[src/rtl/mdio_pkg.sv]
// Shared types and constants for the MDIO management peripheral.
// Holds the FSM state enumeration, frame field codes and the header layout.
package mdio_pkg;

  typedef enum logic [2:0] {
    IDLE,
    HDR,
    TA,
    WDATA,
    RDATA,
    DRAIN
  } mdio_state_e;

  localparam logic [1:0] OP_WRITE = 2'b01;
  localparam logic [1:0] OP_READ  = 2'b10;
  localparam logic [1:0] ST_CODE  = 2'b01;

  localparam int HDR_BITS  = 14;
  localparam int DATA_BITS = 16;

  typedef struct packed {
    logic [1:0] st;
    logic [1:0] op;
    logic [4:0] phyad;
    logic [4:0] regad;
  } mdio_hdr_t;

  function automatic logic hdr_well_formed(input mdio_hdr_t h);
    return (h.st == ST_CODE) && ((h.op == OP_WRITE) || (h.op == OP_READ));
  endfunction

endpackage

[src/rtl/mdio_regfile.sv]
// 32 x 16-bit register file behind the MDIO peripheral.
// One synchronous write port, one asynchronous read port, asynchronous reset.
module mdio_regfile
  import mdio_pkg::*;
(
  input  logic                 clk,
  input  logic                 reset,
  input  logic                 we,
  input  logic [4:0]           waddr,
  input  logic [DATA_BITS-1:0] wdata,
  input  logic [4:0]           raddr,
  output logic [DATA_BITS-1:0] rdata
);

  logic [DATA_BITS-1:0] mem [32];

  // NOTE: the array is reset like ordinary flops because registers must read 0 after reset;
  // this rules out a RAM macro, which is acceptable at 32 entries.
  always_ff @(posedge clk or posedge reset) begin
    if (reset) begin
      for (int i = 0; i < 32; i++) mem[i] <= '0;
    end else if (we) begin
      mem[waddr] <= wdata;
    end
  end

  assign rdata = mem[raddr];

endmodule

[src/rtl/mdio_peripheral.sv]
// MDIO (clause-22 style) management peripheral: decodes write/read frames on MDC ticks.
// Optional build macro MDIO_PHYAD_FILTER_EN drains frames addressed to another PHYAD.
module mdio_peripheral
  import mdio_pkg::*;
#(
  parameter logic [4:0] PHY_ADDR = 5'd0
) (
  input  logic        clk,
  input  logic        reset,
  input  logic        MDC,
  input  logic        MDIO_OUT,
  input  logic        MDIO_OE,
  output logic        MDIO_IN,
  output logic        MDIO_IN_OE,
  output logic        WR_STB,
  output logic [4:0]  REG_ADDR,
  output logic [15:0] WR_DATA,
  output logic        RD_DONE,
  output logic        FRAME_ERR
);

  mdio_state_e state, state_d;

  logic        mdc_q;
  logic        tick;
  logic [4:0]  cnt, cnt_d;
  logic [12:0] hdr_sr, hdr_sr_d;
  logic [14:0] wr_sr, wr_sr_d;
  logic        is_read, is_read_d;
  logic [4:0]  regad, regad_d;
  logic        mdio_in_d, mdio_in_oe_d, wr_stb_d, rd_done_d, frame_err_d;
  logic [4:0]  reg_addr_d;
  logic [15:0] wr_data_d;
  logic        we;
  logic [15:0] wr_word;
  logic [15:0] rd_data;
  logic [3:0]  rd_idx;
  logic        phy_ok;
  mdio_hdr_t   hdr_full;

  assign tick     = MDC & ~mdc_q;
  assign hdr_full = {hdr_sr, MDIO_OUT};
  assign wr_word  = {wr_sr, MDIO_OUT};
  assign rd_idx   = cnt[3:0] - 4'd1;

`ifdef MDIO_PHYAD_FILTER_EN
  assign phy_ok = (hdr_full.phyad == PHY_ADDR);
`else
  assign phy_ok = 1'b1;
  logic unused_phy;
  assign unused_phy = ^{hdr_full.phyad, PHY_ADDR};
`endif

  mdio_regfile u_regfile (
    .clk   (clk),
    .reset (reset),
    .we    (we),
    .waddr (regad),
    .wdata (wr_word),
    .raddr (regad),
    .rdata (rd_data)
  );

  // NOTE: non-blocking assignments in clocked blocks so every flop samples pre-edge values.
  always_ff @(posedge clk or posedge reset) begin
    if (reset) state <= IDLE;
    else       state <= state_d;
  end

  always_ff @(posedge clk or posedge reset) begin
    if (reset) begin
      mdc_q      <= 1'b0;
      cnt        <= '0;
      hdr_sr     <= '0;
      wr_sr      <= '0;
      is_read    <= 1'b0;
      regad      <= '0;
      MDIO_IN    <= 1'b0;
      MDIO_IN_OE <= 1'b0;
      WR_STB     <= 1'b0;
      REG_ADDR   <= '0;
      WR_DATA    <= '0;
      RD_DONE    <= 1'b0;
      FRAME_ERR  <= 1'b0;
    end else begin
      mdc_q      <= MDC;
      cnt        <= cnt_d;
      hdr_sr     <= hdr_sr_d;
      wr_sr      <= wr_sr_d;
      is_read    <= is_read_d;
      regad      <= regad_d;
      MDIO_IN    <= mdio_in_d;
      MDIO_IN_OE <= mdio_in_oe_d;
      WR_STB     <= wr_stb_d;
      REG_ADDR   <= reg_addr_d;
      WR_DATA    <= wr_data_d;
      RD_DONE    <= rd_done_d;
      FRAME_ERR  <= frame_err_d;
    end
  end

  always_comb begin
    // NOTE: every signal gets a default first so no path leaves it unassigned (no latches).
    state_d      = state;
    cnt_d        = cnt;
    hdr_sr_d     = hdr_sr;
    wr_sr_d      = wr_sr;
    is_read_d    = is_read;
    regad_d      = regad;
    mdio_in_d    = MDIO_IN;
    mdio_in_oe_d = MDIO_IN_OE;
    reg_addr_d   = REG_ADDR;
    wr_data_d    = WR_DATA;
    wr_stb_d     = 1'b0;
    rd_done_d    = 1'b0;
    frame_err_d  = 1'b0;
    we           = 1'b0;

    case (state)
      IDLE: begin
        if (tick && MDIO_OE) begin
          hdr_sr_d = {hdr_sr[11:0], MDIO_OUT};
          cnt_d    = 5'(HDR_BITS - 2);
          state_d  = HDR;
        end
      end

      HDR: begin
        if (!MDIO_OE) begin
          frame_err_d = 1'b1;
          state_d     = IDLE;
        end else if (tick) begin
          hdr_sr_d = {hdr_sr[11:0], MDIO_OUT};
          if (cnt == 5'd0) begin
            if (!hdr_well_formed(hdr_full)) begin
              frame_err_d = 1'b1;
              state_d     = DRAIN;
            end else if (!phy_ok) begin
              state_d = DRAIN;
            end else begin
              is_read_d  = (hdr_full.op == OP_READ);
              regad_d    = hdr_full.regad;
              reg_addr_d = hdr_full.regad;
              cnt_d      = 5'd1;
              state_d    = TA;
            end
          end else begin
            cnt_d = cnt - 5'd1;
          end
        end
      end

      TA: begin
        if (tick) begin
          if (cnt != 5'd0) begin
            cnt_d = cnt - 5'd1;
          end else if (is_read) begin
            // Second turnaround bit: the peripheral takes the line and drives 0.
            mdio_in_oe_d = 1'b1;
            mdio_in_d    = 1'b0;
            cnt_d        = 5'(DATA_BITS);
            state_d      = RDATA;
          end else begin
            cnt_d   = 5'(DATA_BITS - 1);
            state_d = WDATA;
          end
        end
      end

      WDATA: begin
        if (!MDIO_OE) begin
          frame_err_d = 1'b1;
          state_d     = IDLE;
        end else if (tick) begin
          wr_sr_d = {wr_sr[13:0], MDIO_OUT};
          if (cnt == 5'd0) begin
            we         = 1'b1;
            wr_data_d  = wr_word;
            reg_addr_d = regad;
            wr_stb_d   = 1'b1;
            state_d    = IDLE;
          end else begin
            cnt_d = cnt - 5'd1;
          end
        end
      end

      RDATA: begin
        if (tick) begin
          if (cnt == 5'd0) begin
            mdio_in_oe_d = 1'b0;
            mdio_in_d    = 1'b0;
            rd_done_d    = 1'b1;
            state_d      = IDLE;
          end else begin
            mdio_in_d = rd_data[rd_idx];
            cnt_d     = cnt - 5'd1;
          end
        end
      end

      DRAIN: begin
        if (!MDIO_OE) state_d = IDLE;
      end

      default: state_d = IDLE;
    endcase
  end

endmodule
[config.mk]
export PLATFORM = sky130hd
export DESIGN_NAME = mdio_peripheral
export DESIGN_NICKNAME = d
export VERILOG_FILES = /design/src/rtl/mdio_pkg.sv /design/src/rtl/mdio_regfile.sv /design/src/rtl/mdio_peripheral.sv
export SDC_FILE = /design/constraint.sdc
export NUM_CORES = 1
export LEC_CHECK = 0
export BUFFER_PORTS_ARGS = -buffer_cell sky130_fd_sc_hd__buf_2
export CAP_MARGIN = 15
export CORE_AREA = 2 2 258 260
export DETAILED_ROUTE_END_ITERATION = 10
export DIE_AREA = 0 0 260 262
export SYNTH_ARGS = -nofsm -noshare
export SYNTH_HDL_FRONTEND = slang
export SYNTH_SLANG_ARGS = --single-unit
[constraint.sdc]
create_clock -name clk -period 51.7 [get_ports clk]
set_clock_uncertainty 0.2 [all_clocks]
set_input_delay 2.585 -clock clk [delete_from_list [all_inputs] [get_ports clk]]
set_output_delay 2.585 -clock clk [all_outputs]
set_load 0.01 [all_outputs]
==> flow_summary.toml <==
[clock_network]
clock_latency_ns = 0.60
htree_num_levels = 3
cts_resized = 0
root_buffer = "sky130_fd_sc_hd__clkbuf_16"
postCtsSetupRepairBufs = 0
path_clk_slew_ns = 0.06
clock_tree.buffer_depth = 3
cts_inserted_buffers = 66
quantity_of_hold_fixing_buffers_added_after_cts = 0
tritoncts = "yes"
tritoncts_num_sinks = 581

[timing]
report.final.slew_viol_count = 0
worst_pin_slew_ns = 1.081
final.setup.tns_ns = 0
postLayoutSetupSlackWorst_ns = 46.34
finalWorstPathRequiredPeriod_ns = 5.358
final.period_utilization_pct = 10.36
rsz0062_at_grt = "false"
setup_violations = 0
timing.slew.headroom_pct = 27.91
final-hold-violation-count = 0
fmaxAchievable_mhz = 186.6

[worst_setup_path]
worstSetupPathType = "in2reg"
crit_path_end_kind = "register"
timing.critical_path.from_type = "primary input"
critPathArrivalTime_ns = 5.63
worstPathMaxFanout = 16
worst-endpoint-required_ns = 51.97

[yosys]
post_synthesis_register_bit_count = 581
yosysUniqueCellTypes = 68
synth_top_family_by_area = "multiplexers"
netlist_area_um2 = 27170
number_of_standard_cells_after_synthesis = 1820
synth_xor_area_share_pct = 0.09669
post_synth_and_or_nand_nor_area_fraction_pct = 4.080
synth-compound-area-share_pct = 3.610
synth_top_area_share_pct = 53.50
synth-edff-count = 0
synth_top_area_cell = "sky130_fd_sc_hd__dfrtp_1"
synth_area_in_adders_pct = 0.09209
ys_top_cells_by_area = "sky130_fd_sc_hd__dfrtp_1 (54%), sky130_fd_sc_hd__mux2_2 (20%), sky130_fd_sc_hd__mux4_2 (7.4%)"
synth-seq-area-share_pct = 53.50
postSynthNetCount = 1827
synthArstFlopShare_pct = 100.0
yosys_warnings = 0
synthesis.area_per_instance_um2 = 14.93
synth_flop_cell = "sky130_fd_sc_hd__dfrtp_1"
synth.mux.area_fraction_pct = 35.53

[layout]
synth_to_layout_area_growth_pct = 10.91
number_of_nets_at_the_end_of_the_flow = 1812
post_route_cells_drive_above_1_share_pct = 47.19
fraction_of_the_core_area_covered_by_cells_at_the_end_of_the_flow_pct = 46.17
fillerInstances = 5728
antenna_cells = 0
final_design_area_no_fill_um2 = 30140

[run]
number_of_max_cap_violations = 0

[floorplan]
floorplan.io_pins = 31
core-area_um2 = 65280
initial_core_utilization_pct = 41.63
dieHeight_um = 262
placement_rows = 94
dieWidth_um = 260
fp.dieArea_um2 = 68120

[placement]
routabilityCongestion = 0.8400
port_buffers = 30
post-place-ws_ns = 45.72
dp_hpwl_mm = 43.68
placed_cell_area_um2 = 27950

[global_routing]
grt_overflow = 0
grt_use_total_pct = 21.50
grt_max_degree = 146
vias_in_the_first_global_route = 16570
wire_length_of_the_first_global_routing_pass_mm = 109.6
grt_antenna_before_repair = 3

[routing]
vias = 15930
route.detailed.wl_per_inst_um = 26.24
via_per_inst = 5.865
drc_errors = 0
detail_route.wirelength_mm = 71.26
drt.antenna.violating_nets = 0
drt_pass1_iterations = 5
drt_iter0_markers = 1164

[hold_path]
worstHoldPathType = "reg2reg"

[pwr]
p_leak_nw = 14.21
pwr_density_cell_nw_per_um2 = 33.31
ir_drop_mv = 0.01889

[status]
run_status = "finished, final reports clean"
[cell families (layout without fill, tap and decap cells)]
kind of cell / Yosys count / count (layout)
AOI/OAI and AO/OA: 149 / 149
adders and majority gates: 2 / 2
xor gates and xnor gates: 3 / 3
and+or+nand+nor: 168 / 168
DFF: 581 / 581
muxes: 752 / 752
buffers and inverters: 165 / 197
[cell usage after synthesis (3+ instances only)]
master	instances
sky130_fd_sc_hd__nor2_1	20
sky130_fd_sc_hd__buf_6	12
sky130_fd_sc_hd__clkbuf_1	74
sky130_fd_sc_hd__nand3_1	9
sky130_fd_sc_hd__nand4b_1	3
sky130_fd_sc_hd__and3_1	5
sky130_fd_sc_hd__dfrtp_1	581
sky130_fd_sc_hd__mux2_2	491
sky130_fd_sc_hd__nand2_2	8
sky130_fd_sc_hd__buf_4	12
sky130_fd_sc_hd__nand2_1	41
sky130_fd_sc_hd__o2111ai_1	3
sky130_fd_sc_hd__inv_1	7
sky130_fd_sc_hd__buf_2	54
sky130_fd_sc_hd__nor3_1	14
sky130_fd_sc_hd__xnor2_1	3
sky130_fd_sc_hd__nor3_2	4
sky130_fd_sc_hd__nand2_8	8
sky130_fd_sc_hd__o21ai_0	37
sky130_fd_sc_hd__o221ai_1	4
sky130_fd_sc_hd__o211ai_1	6
sky130_fd_sc_hd__mux4_2	89
sky130_fd_sc_hd__nor4_1	6
sky130_fd_sc_hd__nor2_2	3
sky130_fd_sc_hd__a22o_1	5
sky130_fd_sc_hd__or4b_2	3
sky130_fd_sc_hd__nand4_1	4
sky130_fd_sc_hd__buf_1	4
sky130_fd_sc_hd__nand2b_1	6
sky130_fd_sc_hd__a21oi_1	15
sky130_fd_sc_hd__a22oi_1	18
sky130_fd_sc_hd__a31oi_1	4
sky130_fd_sc_hd__nor2b_1	12
sky130_fd_sc_hd__mux2i_1	92
sky130_fd_sc_hd__a211oi_1	3
sky130_fd_sc_hd__o22ai_1	35
sky130_fd_sc_hd__mux2_4	80
[where the power goes]
part / internal (mW) / switching, mW / total (mW) / leakage (nW)
sequential: 0.461 / 0.00813 / 0.470 / 8.09
clock: 0.277 / 0.185 / 0.462 / 1.06
combinational: 0.0249 / 0.0476 / 0.0725 / 5.06
[metrics by stage]
step / hold WS (ns) / total power, mW / std cells
final: 0.2808 / 1.004 / 2716
after global routing: 0.3112 / 1.039 / 2716
after CTS: 0.2835 / 1.012 / 2714
after detailed placement: 0.2706 / 0.5485 / 2599
after global placement: 0.2604 / 0.5471 / 2599
after floorplan: 0.2460 / 0.5238 / 1820
[placed cells by master (no fill, tap or decap), types with 4 or more instances in the layout]
cell type                   count
sky130_fd_sc_hd__o21ai_0       37
sky130_fd_sc_hd__buf_2         30
sky130_fd_sc_hd__mux2i_1       92
sky130_fd_sc_hd__nand2_2        8
sky130_fd_sc_hd__nand2b_1       6
sky130_fd_sc_hd__o221ai_1       4
sky130_fd_sc_hd__o211ai_1       6
sky130_fd_sc_hd__a22oi_1       18
sky130_fd_sc_hd__mux2_4        80
sky130_fd_sc_hd__clkbuf_8      15
sky130_fd_sc_hd__inv_1          6
sky130_fd_sc_hd__nand4_1        4
sky130_fd_sc_hd__nor4_1         5
sky130_fd_sc_hd__clkinv_2       8
sky130_fd_sc_hd__clkbuf_1      18
sky130_fd_sc_hd__dfrtp_1      577
sky130_fd_sc_hd__a31oi_1        4
sky130_fd_sc_hd__nor3_1        13
sky130_fd_sc_hd__nand2_8        8
sky130_fd_sc_hd__mux4_2        89
sky130_fd_sc_hd__nand2_1       41
sky130_fd_sc_hd__o22ai_1       35
sky130_fd_sc_hd__a22o_1         5
sky130_fd_sc_hd__a21oi_1       15
sky130_fd_sc_hd__mux2_2       491
sky130_fd_sc_hd__nor3_2         5
sky130_fd_sc_hd__nand3_1        9
sky130_fd_sc_hd__buf_4         42
sky130_fd_sc_hd__clkbuf_16     71
sky130_fd_sc_hd__and3_1         5
sky130_fd_sc_hd__nor2_1        20
sky130_fd_sc_hd__nor2b_1       10
[layout make-up]
type                            instances  area (um2)  share of cell area (%)
Sequential cell                       581       14550                   48.27
Multi-Input combinational cell       1074       11810                   39.19
Clock buffer                          104        2051                   6.804
Tap cell                              864        1081                   3.587
Timing Repair Buffer                   74       520.5                   1.727
Clock inverter                         11       87.58                  0.2906
Inverter                                8       37.54                  0.1245
[path summary, 6_finish.rpt]
path | startpoint | to | slack, ns | depth (start not counted)
max | MDIO_OE | u_regfile.mem[275] | 46.34 | 7
min | hdr_sr[8] | hdr_sr[9] | 0.28 | 2
max reg2reg | regad[1] | MDIO_IN | 46.86 | 9
min reg2reg | hdr_sr[8] | hdr_sr[9] | 0.28 | 2
max in group asynchronous | reset | wr_sr[10] | 46.69 | 4
min in group asynchronous | reset | REG_ADDR[0] | 2.03 | 2
[per-layer routing]
layer	track usage (%)	share of wire, %	routed length, um	vias up
met5	0	0	0	-
li1	-	-	-	6717
met3	4.215	5.0	3572	134
met1	30.83	46	32960	8688
met2	32.92	46	32550	390
met4	6.944	3.1	2181	0
[flip-flops by register name (all words and copies together) (netlist names)]
name and count:
u_regfile.mem 512, WR_DATA 16, wr_sr 15, hdr_sr 13
REG_ADDR 5, cnt 5, regad 5, state 3
FRAME_ERR 1, MDIO_IN 1, MDIO_IN_OE 1, RD_DONE 1
WR_STB 1, is_read 1, mdc_q 1
[worst max-delay path, stage by stage]
cell and delay, ns:
sky130_fd_sc_hd__buf_2 0.17, sky130_fd_sc_hd__inv_1 0.14, sky130_fd_sc_hd__nor4_4 0.58, sky130_fd_sc_hd__buf_4 0.44, sky130_fd_sc_hd__nand3b_2 0.32, sky130_fd_sc_hd__nor2b_2 0.92, sky130_fd_sc_hd__mux2_2 0.43
Note: power is estimated with default switching activity, not from simulation.
